File: src/rtl/bus_protocol_arbiter_pkg.sv
// Shared types, beat limits and the round-robin search used by the bus arbiter.
// The pick function works on a fixed MAX_REQ-wide vector so it can live outside any parameterised scope.
package bus_protocol_pkg;

    typedef enum logic {
        IDLE  = 1'b0,
        VALID = 1'b1
    } state_t;

    localparam int unsigned MIN_BEATS = 2;
    localparam int unsigned MAX_BEATS = 4;
    localparam int unsigned MAX_REQ   = 8;

    typedef struct packed {
        logic [2:0]         idx;
        logic [MAX_REQ-1:0] onehot;
    } pick_t;

    // First requester at or after ptr, searching circularly over the n active lanes.
    function automatic pick_t rr_pick(input logic [MAX_REQ-1:0] req,
                                      input logic [2:0]         ptr,
                                      input int unsigned        n);
        pick_t       p;
        int unsigned pos;
        logic        found;
        p     = '0;
        found = 1'b0;
        for (int unsigned k = 0; k < MAX_REQ; k++) begin
            pos = (32'(ptr) + k) % n;
            if (k < n && !found && req[pos]) begin
                found         = 1'b1;
                p.idx         = pos[2:0];
                p.onehot[pos] = 1'b1;
            end
        end
        return p;
    endfunction

endpackage

File: src/rtl/bus_protocol_arbiter_if.sv
// Requester-side and dValid/dAck/data bus signals of the arbiter, grouped for port passing.
// The arbiter connects through master; clients and the target side through slave.
interface bus_protocol_arbiter_if #(
    parameter int unsigned N_REQ = 4,
    parameter int unsigned DW    = 8
);
    logic [N_REQ-1:0]    req;
    logic [N_REQ*DW-1:0] req_data;
    logic [N_REQ-1:0]    grant;
    logic [N_REQ-1:0]    done;
    logic [N_REQ-1:0]    err;
    logic                dValid;
    logic                dAck;
    logic [DW-1:0]       data;
    logic                busy;

    modport master (
        input  req, req_data, dAck,
        output grant, done, err, dValid, data, busy
    );

    modport slave (
        output req, req_data, dAck,
        input  grant, done, err, dValid, data, busy
    );
endinterface

File: src/rtl/bus_protocol_arbiter_rr.sv
// Combinational round-robin pick over N_REQ requesters with a registered priority pointer.
module rr_arbiter
    import bus_protocol_pkg::*;
#(
    parameter int unsigned N_REQ = 4
) (
    input  logic             clk,
    input  logic             rst_n,
    input  logic [N_REQ-1:0] i_req,
    input  logic             i_ptr_upd,
    input  logic [2:0]       i_ptr_next,
    output logic [N_REQ-1:0] o_grant,
    output logic [2:0]       o_idx,
    output logic             o_any
);
    logic [2:0]         r_ptr;
    logic [MAX_REQ-1:0] w_req_ext;
    pick_t              w_pick;

    assign w_req_ext = MAX_REQ'(i_req);
    assign w_pick    = rr_pick(w_req_ext, r_ptr, N_REQ);
    assign o_grant   = w_pick.onehot[N_REQ-1:0];
    assign o_idx     = w_pick.idx;
    assign o_any     = |w_pick.onehot;

    always_ff @(posedge clk or negedge rst_n) begin
        if (!rst_n) begin
            r_ptr <= '0;
        end else if (i_ptr_upd) begin
            r_ptr <= i_ptr_next;
        end
    end
endmodule

File: src/rtl/bus_protocol_arbiter.sv
// Round-robin master sequencer: latches the winner's data, holds dValid for 2..4 beats,
// and ends with done on a timely dAck or err on early ack / timeout.
module bus_protocol_arbiter
    import bus_protocol_pkg::*;
#(
    parameter int unsigned N_REQ = 4,
    parameter int unsigned DW    = 8
) (
    input  logic                   clk,
    input  logic                   reset_n,
    bus_protocol_arbiter_if.master bus
);
    state_t           r_state, w_state_next;
    logic [N_REQ-1:0] r_grant, w_grant_next;
    logic [N_REQ-1:0] r_done,  w_done_next;
    logic [N_REQ-1:0] r_err,   w_err_next;
    logic [DW-1:0]    r_data,  w_data_next;
    logic [2:0]       r_beat,  w_beat_next;
    logic [2:0]       r_widx,  w_widx_next;

    logic [N_REQ-1:0] w_pick_grant;
    logic [2:0]       w_pick_idx;
    logic             w_pick_any;
    logic             w_ptr_upd;
    logic [2:0]       w_ptr_next;

    rr_arbiter #(.N_REQ(N_REQ)) u_rr (
        .clk        (clk),
        .rst_n      (reset_n),
        .i_req      (bus.req),
        .i_ptr_upd  (w_ptr_upd),
        .i_ptr_next (w_ptr_next),
        .o_grant    (w_pick_grant),
        .o_idx      (w_pick_idx),
        .o_any      (w_pick_any)
    );

    always_ff @(posedge clk or negedge reset_n) begin
        if (!reset_n) begin
            r_state <= IDLE;
            r_grant <= '0;
            r_done  <= '0;
            r_err   <= '0;
            r_data  <= '0;
            r_beat  <= '0;
            r_widx  <= '0;
        end else begin
            r_state <= w_state_next;
            r_grant <= w_grant_next;
            r_done  <= w_done_next;
            r_err   <= w_err_next;
            r_data  <= w_data_next;
            r_beat  <= w_beat_next;
            r_widx  <= w_widx_next;
        end
    end

    always_comb begin
        w_state_next = r_state;
        w_grant_next = r_grant;
        w_done_next  = '0;
        w_err_next   = '0;
        w_data_next  = r_data;
        w_beat_next  = r_beat;
        w_widx_next  = r_widx;
        w_ptr_upd    = 1'b0;
        w_ptr_next   = (r_widx == 3'(N_REQ - 1)) ? 3'd0 : r_widx + 3'd1;

        unique case (r_state)
            IDLE: begin
                if (w_pick_any) begin
                    w_state_next = VALID;
                    w_grant_next = w_pick_grant;
                    w_data_next  = bus.req_data[32'(w_pick_idx) * DW +: DW];
                    w_beat_next  = 3'd1;
                    w_widx_next  = w_pick_idx;
                end
            end
            VALID: begin
                // Every exit path returns to IDLE, so dValid is always low for at least one cycle.
                if (bus.dAck || r_beat == 3'(MAX_BEATS)) begin
                    w_state_next = IDLE;
                    w_grant_next = '0;
                    w_beat_next  = '0;
                    w_ptr_upd    = 1'b1;
                    if (bus.dAck && r_beat >= 3'(MIN_BEATS)) begin
                        w_done_next = r_grant;
                    end else begin
                        w_err_next  = r_grant;
                    end
                end else begin
                    w_beat_next = r_beat + 3'd1;
                end
            end
            default: w_state_next = IDLE;
        endcase
    end

    assign bus.dValid = (r_state == VALID);
    assign bus.busy   = (r_state == VALID);
    assign bus.grant  = r_grant;
    assign bus.done   = r_done;
    assign bus.err    = r_err;
    assign bus.data   = r_data;
endmodule

File: src/flat_wrapper.sv
// flat-port wrapper written by rule: the top's interface ports become plain ports
module bus_protocol_arbiter_flat import bus_protocol_pkg::*;
#(
    parameter int unsigned N_REQ = 4,
    parameter int unsigned DW    = 8
)
  (clk, reset_n, bus_req, bus_req_data, bus_dAck, bus_grant, bus_done, bus_err, bus_dValid, bus_data, bus_busy);
  bus_protocol_arbiter_if #(.N_REQ(N_REQ), .DW(DW)) bus_i ();
  input  logic clk;
  input  logic reset_n;
  input wire logic [$bits(bus_i.req)-1:0] bus_req;
  input wire logic [$bits(bus_i.req_data)-1:0] bus_req_data;
  input wire logic [$bits(bus_i.dAck)-1:0] bus_dAck;
  output wire logic [$bits(bus_i.grant)-1:0] bus_grant;
  output wire logic [$bits(bus_i.done)-1:0] bus_done;
  output wire logic [$bits(bus_i.err)-1:0] bus_err;
  output wire logic [$bits(bus_i.dValid)-1:0] bus_dValid;
  output wire logic [$bits(bus_i.data)-1:0] bus_data;
  output wire logic [$bits(bus_i.busy)-1:0] bus_busy;
  assign bus_i.req = bus_req;
  assign bus_i.req_data = bus_req_data;
  assign bus_i.dAck = bus_dAck;
  assign bus_grant = bus_i.grant;
  assign bus_done = bus_i.done;
  assign bus_err = bus_i.err;
  assign bus_dValid = bus_i.dValid;
  assign bus_data = bus_i.data;
  assign bus_busy = bus_i.busy;
  bus_protocol_arbiter #(.N_REQ(N_REQ), .DW(DW)) u_core (.clk(clk), .reset_n(reset_n), .bus(bus_i));
endmodule
File: config.mk
export PLATFORM = sky130hd
export DESIGN_NAME = bus_protocol_arbiter_flat
export DESIGN_NICKNAME = d
export VERILOG_FILES = /design/src/rtl/bus_protocol_arbiter_pkg.sv /design/src/rtl/bus_protocol_arbiter_if.sv /design/src/rtl/bus_protocol_arbiter_rr.sv /design/src/rtl/bus_protocol_arbiter.sv /design/src/flat_wrapper.sv
export SDC_FILE = /design/constraint.sdc
export NUM_CORES = 1
export LEC_CHECK = 0
export CAP_MARGIN = 0
export CORE_ASPECT_RATIO = 1.25
export CORE_UTILIZATION = 39
export DETAILED_ROUTE_END_ITERATION = 10
export HOLD_SLACK_MARGIN = 0.15
export PLACE_DENSITY = 0.67
export SLEW_MARGIN = 20
export SYNTH_ARGS = -nofsm -noshare
export SYNTH_HDL_FRONTEND = slang
export SYNTH_SLANG_ARGS = --single-unit
File: constraint.sdc
create_clock -name clk -period 4.4 [get_ports clk]
set_input_delay 0.88 -clock clk [delete_from_list [all_inputs] [get_ports clk]]
set_output_delay 0.88 -clock clk [all_outputs]
set_load 0.02 [all_outputs]
# --- Word-level counts from Yosys, hierarchy flattened ---
# Index checks and enable logic that the tools add are counted.
word_totals:
  register_bits: 28
  input_bits: 39
  elab_cells: 87
classes:
  addsub: 5
  magnitude_cmp: 9
  n_eq_ne: 4
  shift: 1
  mux: 41
  bitwise: 4
  reduce_logical: 15
ops:
  columns: ["op", "n"]
  rows:
  - ["2-to-1 mux 10 bit", 4]
  - ["2-to-1 mux 4 bit", 8]
  - ["variable part select 32 x 6 -> 8 bit", 1]
  - ["bitwise OR 8 x 4 -> 8 bit", 3]
  - ["less-than comparator 2 x 4 -> 1 bit (second input constant)", 4]
  - ["2-to-1 mux 1 bit", 15]
  - ["binary-select mux 1 bit (select 2 bit)", 4]
  - ["demux 1 bit (select 2 bit)", 4]
  - [">= comparator 2 x 1 -> 1 bit (second input constant)", 4]
  - ["logical AND 1 bit", 8]
  - ["case mux 4 bit (2 select lines)", 1]
  - ["OR reduction 8 bit", 1]
  - ["2-to-1 mux 3 bit", 2]
  - ["case mux 3 bit (2 select lines)", 1]
  - ["adder 2 x 1 -> 2 bit (second input constant)", 2]
  - ["adder 2 bit (second input constant)", 2]
  - ["inequality test 2 bit (second input constant)", 2]
  - ["AND reduction 2 bit", 2]
  - ["adder 3 x 1 -> 3 bit (second input constant)", 1]
  - ["equality test 3 bit (second input constant)", 1]
  - [">= comparator 3 x 2 -> 1 bit (second input constant)", 1]
  - ["logical NOT 1 bit", 3]
  - ["equality test 2 bit (second input constant)", 1]
  - ["2-to-1 mux 2 bit", 1]
  - ["3 further kinds", 3]

# --- Logic depth before layout (Yosys ltp) ---
# Gate-level depths: netlist (run 1).
logic_depth:
  word_depth: 15
  depth_mapped: 15
  mapped_depth_nobuf: 9

# --- Hierarchy ---
# From an unflattened synthesis (run 1), not the netlist that was laid out.
hier_totals:
  cells_unflattened: 177
  hier_area_um2: 1940.6
modules_own_cells:
  columns: ["mod", "instances", "cells_per_inst", "area_each_um2", "seq_area_each_um2"]
  rows:
  - ["bus_protocol_arbiter", 1, 98, 1312.5, 675.6]
  - ["rr_arbiter", 1, 79, 628.1, 50.0]

# --- Worst setup path before layout (run 1) ---
# OpenSTA, ideal clock, no wires.
synth_timing:
  kind: "flip-flop to flip-flop"
  from: "register u_core.u_rr.r_ptr[0]"
  to: "register u_core.r_data[4], in the netlist u_core.bus.data[4]"
  setup_ps: 125
  arrival_ps: 3561
  required_time_ps: 4275
  path_slack_ps: 714
  path_stages_with_launch: 15
  n_path_buf: 6
  cell_sequence: "dfrtp_1 buf_6 clkbuf_1 inv_1 clkbuf_1 ha_1 clkbuf_1 mux4_2 buf_6 nand3b_1 a2bb2oi_1 a2111oi_4 a21oi_2 buf_6 mux2_4"
synth_between:
  elab_chain_cells: 14
  elab_cells_between_ends: 50
  classes_between: "add/sub (3); order compare (8); shift (1); mux (23); bitwise (3); reduce/logical (12)"
synth_rtl:
  columns: ["element", "line", "source"]
  rows:
  - ["start, declared", "bus_protocol_arbiter_rr.sv:16", "logic [2:0] r_ptr;"]
  - ["start signal, assigned", "bus_protocol_arbiter_rr.sv:30", "r_ptr <= i_ptr_next;"]
  - ["parallel branches: the longest is 11 deep, another holds less-than comparator 2 x 4 -> 1 bit", null, null]
  - ["2-to-1 mux 10 bit (*)", "bus_protocol_arbiter_pkg.sv:30", "if (k < n && !found && req[pos]) begin"]
  - ["OR reduction 8 bit", "bus_protocol_arbiter_rr.sv:24", "assign o_any = |w_pick.onehot;"]
  - ["AND reduction 2 bit (no line)", null, null]
  - ["end signal, assigned", "bus_protocol_arbiter.sv:52", "r_data <= w_data_next;"]
  - ["end, declared", "bus_protocol_arbiter.sv:17", "logic [DW-1:0] r_data, w_data_next;"]
# Every way passes the cells marked *. The select of a mux whose other input is x is not followed.
# A chain may end at the register's enable or synchronous reset.

# --- Final worst setup path (run 1) ---
layout_timing:
  from: "input port bus_req[1]"
  to: "register u_core.r_data[1], in the netlist u_core.bus.data[1]"
layout_between:
  elab_chain_cells: 14
  elab_cells_between_ends: 27
  classes_between: "shift (1); mux (15); bitwise (3); reduce/logical (8)"
layout_rtl:
  columns: ["element", "line", "source"]
  rows:
  - ["start, declared", "flat_wrapper.sv:11", "input wire logic [$bits(bus_i.req)-1:0] bus_req;"]
  - ["binary-select mux 1 bit (select 2 bit)", "bus_protocol_arbiter_pkg.sv:30", null]
  - ["2-to-1 mux 1 bit (not written as such)", "bus_protocol_arbiter_pkg.sv:30", null]
  - ["2-to-1 mux 1 bit", "bus_protocol_arbiter_pkg.sv:30", null]
  - ["logical NOT 1 bit", "bus_protocol_arbiter_pkg.sv:30", null]
  - ["logical AND 1 bit", "bus_protocol_arbiter_pkg.sv:30", null]
  - ["2-to-1 mux 1 bit", "bus_protocol_arbiter_pkg.sv:30", null]
  - ["logical NOT 1 bit", "bus_protocol_arbiter_pkg.sv:30", null]
  - ["logical AND 1 bit", "bus_protocol_arbiter_pkg.sv:30", null]
  - ["2-to-1 mux 1 bit", "bus_protocol_arbiter_pkg.sv:30", null]
  - ["logical NOT 1 bit", "bus_protocol_arbiter_pkg.sv:30", null]
  - ["logical AND 1 bit", "bus_protocol_arbiter_pkg.sv:30", null]
  - ["2-to-1 mux 10 bit (*)", "bus_protocol_arbiter_pkg.sv:30", null]
  - ["parallel branches: the longest is 2 deep, another holds variable part select 32 x 6 -> 8 bit", null, null]
# Marks and branches as above.

==> results.md, run 1 <==
- Place WS: ~430 ps
- Max Slew Vio Count: 0
- Fraction of layout instances using a drive strength above 1: 0.1264
- Post-CTS sizing: 0
- Synth Flop Type: dfrtp_1
- Initial antenna violation count: 0
- Area of the multi-input gates: around 1400 um^2
- CTS tree: built
- Comb pwr share: 0.697
- WL/cell: 15.16 um
- Design Power: 2210 uW
- Synthesized cell area: 2201 um^2
- WP data required: about 4600 ps
- Data arrival time of the critical path: 3850 ps
- CTS Hold Bufs: 0
- Post-DR vias/cell: 5.648
- Port Buffers: 60
- Worst-Skew Late Latency: ~270 ps
- # DRC: 0
- Initial Utilization: 0.4044
- Yosys warning total: 0
- Top delay family on crit path: multiplexers
- Number of diodes: 0
- HP Class: reg2reg
- Final Hold Viols: 0
- Largest net degree at the start of global routing: 27
- Vias: 1926
- P&R area growth vs syn: 32.35%
- Outcome: complete, no violations
- Crit-path max cell delay: approximately 620 ps
- Largest area contributor in the netlist: dfrtp_1
- Die Y: about 86 um
- CP Class: in2reg
- Register area share after synthesis: 0.3184
- Switching share of power: 0.4497
- Syn Nets: 270
- Final min period: 3696 ps
- Logic depth of the worst path, buffers included: 7
- Htree depth: 1
- Die Width: 69.19 um
- Clock share of power: 0.091
- Post-synth top area share: 0.3184
- Setup slack after layout: about 700 ps
- Drt initial violations: 70
- Worst-margin pin slew: ~720 ps
- Clk slew on worst S/H paths: approximately 90 ps
- # IOs: 61
- FP Rows: 30
- Async S/R FF share, synth: 1.000
- DRT Pass-1 Iters: 4
- Slowest-stage cell, CP: mux4_2
- Hold Crit Start: u_core.r_widx[0]
- Distinct cell type count after synthesis: 46
- Final std cells w/o fill: around 340
- Clock Sinks: 28
- Die area: 5950 um^2
- Critical Path Start: bus_req[1]
- PwrDens: 758.8 nW/um^2
- Clock buffer count from CTS: 3
- CP endpoint kind: register
- CP Cell Sequence: clkdlybuf4s50_1 -> mux4_2 -> nand2b_1 -> nor3_2 -> a2111oi_4 -> a21oi_2 -> mux2_2
- Startpoint Class: primary input
- EDFF count, synth: 0
- R2R depth: 8
- Routability cong.: about 0.84
- Routed Antenna Nets: 0
- Synth top cells by count: dfrtp_1 (28), mux2i_1 (19), nand2_1 (15)
- Core Area: ~5400 um^2
- Final setup violation count: 0
- Setup tns final: 0 ps
- Maximum vdd drop: about 0.0003 V
- Register Area: around 700 um^2
- Worst r2r src: u_core.u_rr.r_ptr[1]
- Leakage: 0.001228 uW
- Final net count: 326
- Grt ovf: 0
- Pint: roughly 1200 uW
- Area contributors post-synth: dfrtp_1 (32%), mux2i_1 (8.6%), ha_1 (5.1%), mux2_2 (4.1%), mux4_2 (4.1%)
- Final HPWL DP: 3952 um
- Final clock period utilization by the worst path: 0.8400
- Peak Freq: 270.6 MHz
- RSZ-0062 raised after global routing: false
- Root buf cell: clkbuf_8
- Clock Skews: ~11 ps
- Headroom to the max-slew limit: 0.5232
- Final-layout fill cell count: 489
- Total GRT Usage: 0.1752
- Part of the power in registers: 0.212
- Synth Instances: roughly 220
- Sw power: 994.0 uW
- Top-count cell post-synth: dfrtp_1
- Placed instance count: 337
- Worst Path Buf+Inv: 1
- Synth Register Bits: 28
- Post-CTS Setup Inserts: 0
- First-pass GRT wire length: 8473 um
- Routed WL: 5169 um
- Clock buffer depth: 2
- Max cap viols: 0
- Critical Path Fanout Max: 13
- WHS Path Cells: 1
- Post-Syn Area per Cell: a little under 10 um^2
- Vias in the first global route: 1843
## stage by stage
step	hold slack, ps	cell area, um^2	util
final	504.3	2913	0.5352
after global routing	537.1	2913	0.5352
after CTS	507.6	2910	0.5347
after detailed placement	493.9	2839	0.5216
after global placement	480.0	2839	0.5216
after floorplan	461.8	2201	-
## worst reg2reg max path, stage by stage (launching register included)
cell     delay [ps]
dfrtp_1         560
inv_1           210
ha_1            500
mux4_2          490
nor2b_1         220
a221o_1         170
o21ai_0         190
a21oi_2         650
mux2_2          400
## power by group through the flow
stage,logic (uW),clock network (uW),registers (uW)
6_report,1540,202,468
5_1_grt,1660,212,484
4_1_cts,1540,202,471
3_5_place_dp,1530,0,474
3_3_place_gp,1520,0,474
2_1_floorplan,1100,0,508
## final cells by class
type,count,area share
clock inverter,1,0.01031
inverter,5,0.006443
clock buffer,3,0.01418
multi-input combinational,173,0.4785
timing repair buffer,67,0.2225
sequential,28,0.2406
tap,64,0.02749
## path summary, 6_finish.rpt
path / to / slack [ps]
setup / recovery: u_core.bus.data[1] / 700
hold / removal: u_core.u_rr.r_ptr[0] / 500
setup reg to reg: u_core.bus.data[1] / 910
hold reg to reg: u_core.u_rr.r_ptr[0] / 500
max in group asynchronous: u_core.bus.grant[0] / 3380
min in group asynchronous: u_core.bus.err[3] / 580
## state kept, by name (all words and copies together), names as in the netlist
| signal | cells |
|---|---|
| u_core.r_widx | 2 |
| u_core.u_rr.r_ptr | 2 |
| u_core.bus.data | 8 |
| u_core.r_beat | 3 |
| u_core.bus.grant | 4 |
| u_core.bus.err | 4 |
| u_core.bus.done | 4 |
| u_core.bus.busy | 1 |
## kinds of logic (layout without fill, tap and decap cells)
family | count (synthesis) | after routing | synth area share
buffers and inverters | 21 | 76 | 0.05173
AO/OA/AOI/OAI | 75 | 75 | 0.2564
multiplexers | 34 | 34 | 0.1887
adder cells (fa/ha/maj) | 9 | 9 | 0.05117
AND/OR/NAND/NOR | 55 | 55 | 0.1336
flip-flops | 28 | 28 | 0.3184
## layout by cell type, fill, tap and decap left out, types with 4 or more instances in the layout
cell | synthesis | routed
a21o_1 | 7 | 7
clkdlybuf4s50_1 | 0 | 59
dfrtp_1 | 28 | 28
a31oi_1 | 5 | 5
inv_1 | 5 | 5
nand3_1 | 4 | 4
o21ai_0 | 7 | 7
nand2_1 | 15 | 15
a21oi_1 | 14 | 14
mux2i_1 | 19 | 19
o21a_1 | 8 | 8
o22ai_1 | 9 | 9
ha_1 | 9 | 9
o221ai_1 | 8 | 8
mux4_2 | 4 | 4
mux2_2 | 8 | 8
and3_1 | 5 | 5
and2_1 | 5 | 5
buf_4 | 3 | 7
nor2_1 | 9 | 9
nand3b_1 | 4 | 4
## per-layer routing
layer / up-vias / part of all wire / GRT usage
li1: 952 / - / -
met1: 919 / 0.43 / 0.2006
met2: 51 / 0.53 / 0.3407
met3: 4 / 0.036 / 0.02585
met4: 0 / 0.0097 / 0.03711
met5: - / 0 / 0
Power figures use the tool's default switching activity.
==> run 2, diff against run 1 <==
PLACE_DENSITY = 0.7   (was 0.67)
clock period = 2.95 ns   (was 4.4 ns; I/O delays follow)
==> results.md, run 2 (synthesized netlist as in run 1, its figures left out) <==
- R2R depth: 11
- # DRC: 0
- Leakage: 0.001447 uW
- Max Slew Vio Count: 0
- Setup slack after layout: 151.1 ps
- Grt ovf: 0
- DRT Pass-1 Iters: 4
- Routed WL: 5921 um
- Die Y: 85.99 um
- Total GRT Usage: 0.2055
- Max cap viols: 0
- Clock buffer depth: 2
- Register Area: 700.7 um^2
- WHS Path Cells: 1
- Final setup violation count: 0
- Root buf cell: clkbuf_8
- Fin area: 3253 um^2
- Vias in the first global route: slightly above 2k
- CP endpoint kind: register
- Drt initial violations: 120
- Outcome: complete, no violations
- Area post-placement: 3156 um^2
- Worst Hold End: u_core.u_rr.r_ptr[0]
- Clock buffer count from CTS: 3
- Cell repeated most along the worst path: buf_4
- Fraction of layout instances using a drive strength above 1: 0.2436
- CP Cell Sequence: buf_12 -> inv_8 -> ha_4 -> mux4_2 -> buf_4 -> nor3_2 -> buf_4 -> buf_4 -> o21a_2 -> mux2i_1 -> mux2_4
- PwrDens: approximately 1200 nW/um^2
- Final core occ: 0.5977
- Headroom to the max-slew limit: 0.6786
- Final-layout fill cell count: 457
- Slowest-stage cell, CP: dfrtp_1
- CTS tree: built
- Final HPWL DP: 4469 um
- Startpoint Class: register
- Place WS: -367.4 ps
- Crit-path max cell delay: roughly 400 ps
- Maximum vdd drop: 0.0007440 V
- WP data required: around 3200 ps
- Leading cell types in the layout, fill and taps excluded: clkdlybuf4s50_1 (56), buf_4 (39), dfrtp_1 (28), mux2i_1 (19), nand2_1 (15)
- Final min period: roughly 2800 ps
- Worst-Skew Late Latency: between 200 and 300 ps
- Routed Antenna Nets: 0
- WHS: roughly 500 ps
- Peak Freq: 357.3 MHz
- Largest net degree at the start of global routing: 29
- Worst r2r src: u_core.u_rr.r_ptr[0]
- WL/cell: roughly 16 um
- Post-DR vias/cell: 5.598
- Clock Sinks: 28
- HP Class: reg2reg
- Vias: 2105
- # IOs: just over 60
- Final clock period utilization by the worst path: 0.9488
- FF-to-FF setup slack: roughly 150 ps
- Area of the multi-input gates: around 1400 um^2
- Critical Path Fanout Max: 12
- Data arrival time of the critical path: 3020 ps
- Initial Utilization: 0.4044
- Port Buffers: 60
- Clock Skews: 3.634 ps
- Hold Crit Start: u_core.r_widx[0]
- Number of diodes: 0
- Final net count: 361
- Die Width: 69.19 um
- Commonest non-fill, non-tap cell in the layout: clkdlybuf4s50_1
- Final Hold Viols: 0
- FP Rows: 30
- Largest register FFs: 8
- P&R area growth vs syn: 47.81%
- Initial antenna violation count: 0
- Worst-margin pin slew: 479.1 ps
- CP Class: reg2reg
- First-pass GRT wire length: 9956 um
- Design Power: between 3000 and 4000 uW
- Die area: roughly 5900 um^2
- Htree depth: 1
- Routability cong.: 0.8113
- Clk slew on worst S/H paths: 100 ps
- Core Area: 5443 um^2
- RSZ-0062 raised after global routing: false
- Reg-to-Reg End: u_core.bus.data[4]
run 2: repair_timing:
action	CTS	global route
hold buffers	0	0
endpoints found under the setup margin	6	16
resized for setup	1	6
pin swaps	0	1
buffers inserted	1	2
run 2: where the power goes:
part           internal [uW]  switching, uW  leakage (uW)
registers                537            125      0.000352
clock network            120            119     0.0000288
logic                   1500           1380       0.00107
total                   2160           1620       0.00145
run 2: worst max-delay path, delay by kind of cell (launching register included):
family	cells	cell delay (ps)
compound gates	1	330
fa+ha+maj	1	310
buf+inv	5	640
flops	1	400
mux	3	900
simple gates	1	140
run 2: metal layers:
| metal | wire length, um | vias up | track usage |
|---|---|---|---|
| met5 | 0 | - | 0 |
| met4 | 89 | 0 | 0.04453 |
| met3 | 260 | 9 | 0.03525 |
| met2 | 3014 | 68 | 0.3742 |
| met1 | 2557 | 1005 | 0.2531 |
| li1 | - | 1023 | - |
run 2: final cells by class:
cell class / count / share of cell area
sequential: 28 / 0.2154
clock buffer: 4 / 0.01692
timing repair buffer: 102 / 0.2962
inverter: 5 / 0.008077
tap: 64 / 0.02462
multi-input combinational: 173 / 0.4388
run 2: stage by stage:
stage / setup TNS (ps) / cells
global placement: -3149 / 369
global route: 0 / 376
finish: 0 / 376
floorplan: -301.5 / 222
CTS: -9.485 / 374
detailed placement: -4299 / 369
run 2: how the worst max path moves through the flow:
stage	slack, ps	cells after the start	from	to
after floorplan	-100	14	u_core.u_rr.r_ptr[0]	u_core.bus.data[4]
after global placement	-320	9	bus_req[1]	u_core.bus.data[4]
after detailed placement	-370	9	bus_req[1]	u_core.bus.data[4]
after CTS	-3	7	bus_req[3]	u_core.bus.data[1]
after global routing	10	12	u_core.u_rr.r_ptr[0]	u_core.bus.grant[2]
final	150	11	u_core.u_rr.r_ptr[0]	u_core.bus.data[4]
==> run 3, diff against run 2 <==
CTS_CLUSTER_DIAMETER = 80   (was not set)
PLACE_DENSITY = 0.67   (was 0.7)
clock period = 3.6 ns   (was 2.95 ns; I/O delays follow)
==> results.md, run 3 (synthesized netlist as in run 1, its figures left out) <==
- Outcome: complete, no violations
- Max cap viols: 0
- PwrDens: 915.0 nW/um^2
- Setup tns final: 0 ps
- Final min period: 3275 ps
- Clock Skews: 4.543 ps
- Worst-margin pin slew: 1063 ps
- Final clock period utilization by the worst path: 0.9097
- Peak Freq: about 310 MHz
- Critical Path Fanout Max: 10
- Max Slew Vio Count: 0
- Final HPWL DP: 3996 um
- Data arrival time of the critical path: ~3500 ps
- Register Area: approximately 700 um^2
- Number of diodes: 0
- Clock Sinks: 28
- HP Class: reg2reg
- # DRC: 0
- CP endpoint kind: register
- Die Width: 69.19 um
- Routed WL: 5210 um
- Routed Antenna Nets: 0
- Maximum vdd drop: 0.0004309 V
- Final net count: approximately 330
- CTS Hold Bufs: 0
- Setup slack after layout: 325.1 ps
- Worst-Skew Late Latency: 270 ps
- Grt ovf: 0
- Clk slew on worst S/H paths: 90 ps
- Port Buffers: 60
- DRT Pass-1 Iters: 4
- Headroom to the max-slew limit: 0.2801
- WL/cell: 15.10 um
- Leading cell types in the layout, fill and taps excluded: clkdlybuf4s50_1 (60), dfrtp_1 (28), mux2i_1 (19), nand2_1 (15), a21oi_1 (14)
- CP Class: in2reg
- Fraction of layout instances using a drive strength above 1: 0.1317
- Post-DR vias/cell: 5.658
- WP data required: 3810 ps
- Post-CTS sizing: 0
- RSZ-0062 raised after global routing: false
- Htree depth: 1
- WHS: just under 500 ps
- Die area: 5950 um^2
- CTS tree: built
- Vias: 1952
- Largest register FFs: 8
- Clock buffer count from CTS: 3
- Startpoint Class: primary input
- Drt initial violations: 87
- Place WS: 70.08 ps
- Final Hold Viols: 0
- Largest net degree at the start of global routing: 30
- Vias in the first global route: 2045
- Leakage: between 0.001 and 0.0015 uW
- Area of the multi-input gates: 1386 um^2
- Die Y: 85.99 um
- Final setup violation count: 0
- # IOs: 61
- Root buf cell: clkbuf_8
- Initial Utilization: 0.4044
- Clock buffer depth: 2
- Core Area: about 5400 um^2
- FP Rows: 30
- Total GRT Usage: 0.1824
- First-pass GRT wire length: about 9000 um
- Routability cong.: 0.8709
- Post-CTS Setup Inserts: 0
- P&R area growth vs syn: 33.14%
- Final-layout fill cell count: between 500 and 600
- Initial antenna violation count: 0
- Commonest non-fill, non-tap cell in the layout: clkdlybuf4s50_1
## run 3: changes by cell type in the layout (fill, tap and decap cells not counted), sizes merged
cell / change
buf: -30
clkdlybuf4s50: +4
clkbuf: -1
dlymetal6s2s: -4
## run 3: power breakdown
part,switching [uW],internal [uW],total (uW)
combinational,1020,956,1980
sequential,97.0,440,537
clock,91.0,75.0,166
total,1210,1470,2680
## run 3: worst paths after layout
path / startpoint / to / slack (ps) / cells past startpoint
worst max-delay path: bus_req[3] / u_core.bus.data[2] / 330 / 8
worst min-delay path: u_core.r_widx[0] / u_core.u_rr.r_ptr[0] / 490 / 1
worst max register to register: u_core.u_rr.r_ptr[0] / u_core.bus.data[2] / 580 / 8
worst min register to register: u_core.r_widx[0] / u_core.u_rr.r_ptr[0] / 490 / 1
max in group asynchronous: reset_n / u_core.bus.data[7] / 2520 / 2
min in group asynchronous: reset_n / u_core.bus.done[0] / 820 / 2
## run 3: worst max-delay path: stages
cell and delay, ps:
clkdlybuf4s50_1 550, mux4_2 600, and3b_1 250, o41ai_4 580, o22ai_1 180, a21o_1 190, mux2i_1 220, mux2_2 200
## run 3: area by class of cell
class,count,area share
Clock buffer,3,0.01409
Inverter,5,0.006405
Multi-Input combinational cell,173,0.4731
Sequential cell,28,0.2391
Tap cell,64,0.02733
Timing Repair Buffer,72,0.2400
## run 3: through the flow
stage          instances    util  instance area, um^2  total power, uW
5_1_grt              345  0.5384                 2930             2898
3_3_place_gp         342  0.5308                 2889             2508
6_report             345  0.5384                 2930             2681
3_5_place_dp         342  0.5308                 2889             2530
2_1_floorplan        222       -                 2202             1971
4_1_cts              345  0.5384                 2930             2703
## run 3: metal layers
layer,part of all wire,GRT usage,vias to the layer above
met5,0,0,-
met4,0.012,0.04824,0
li1,-,-,958
met3,0.037,0.02938,6
met2,0.51,0.3433,51
met1,0.44,0.2130,937
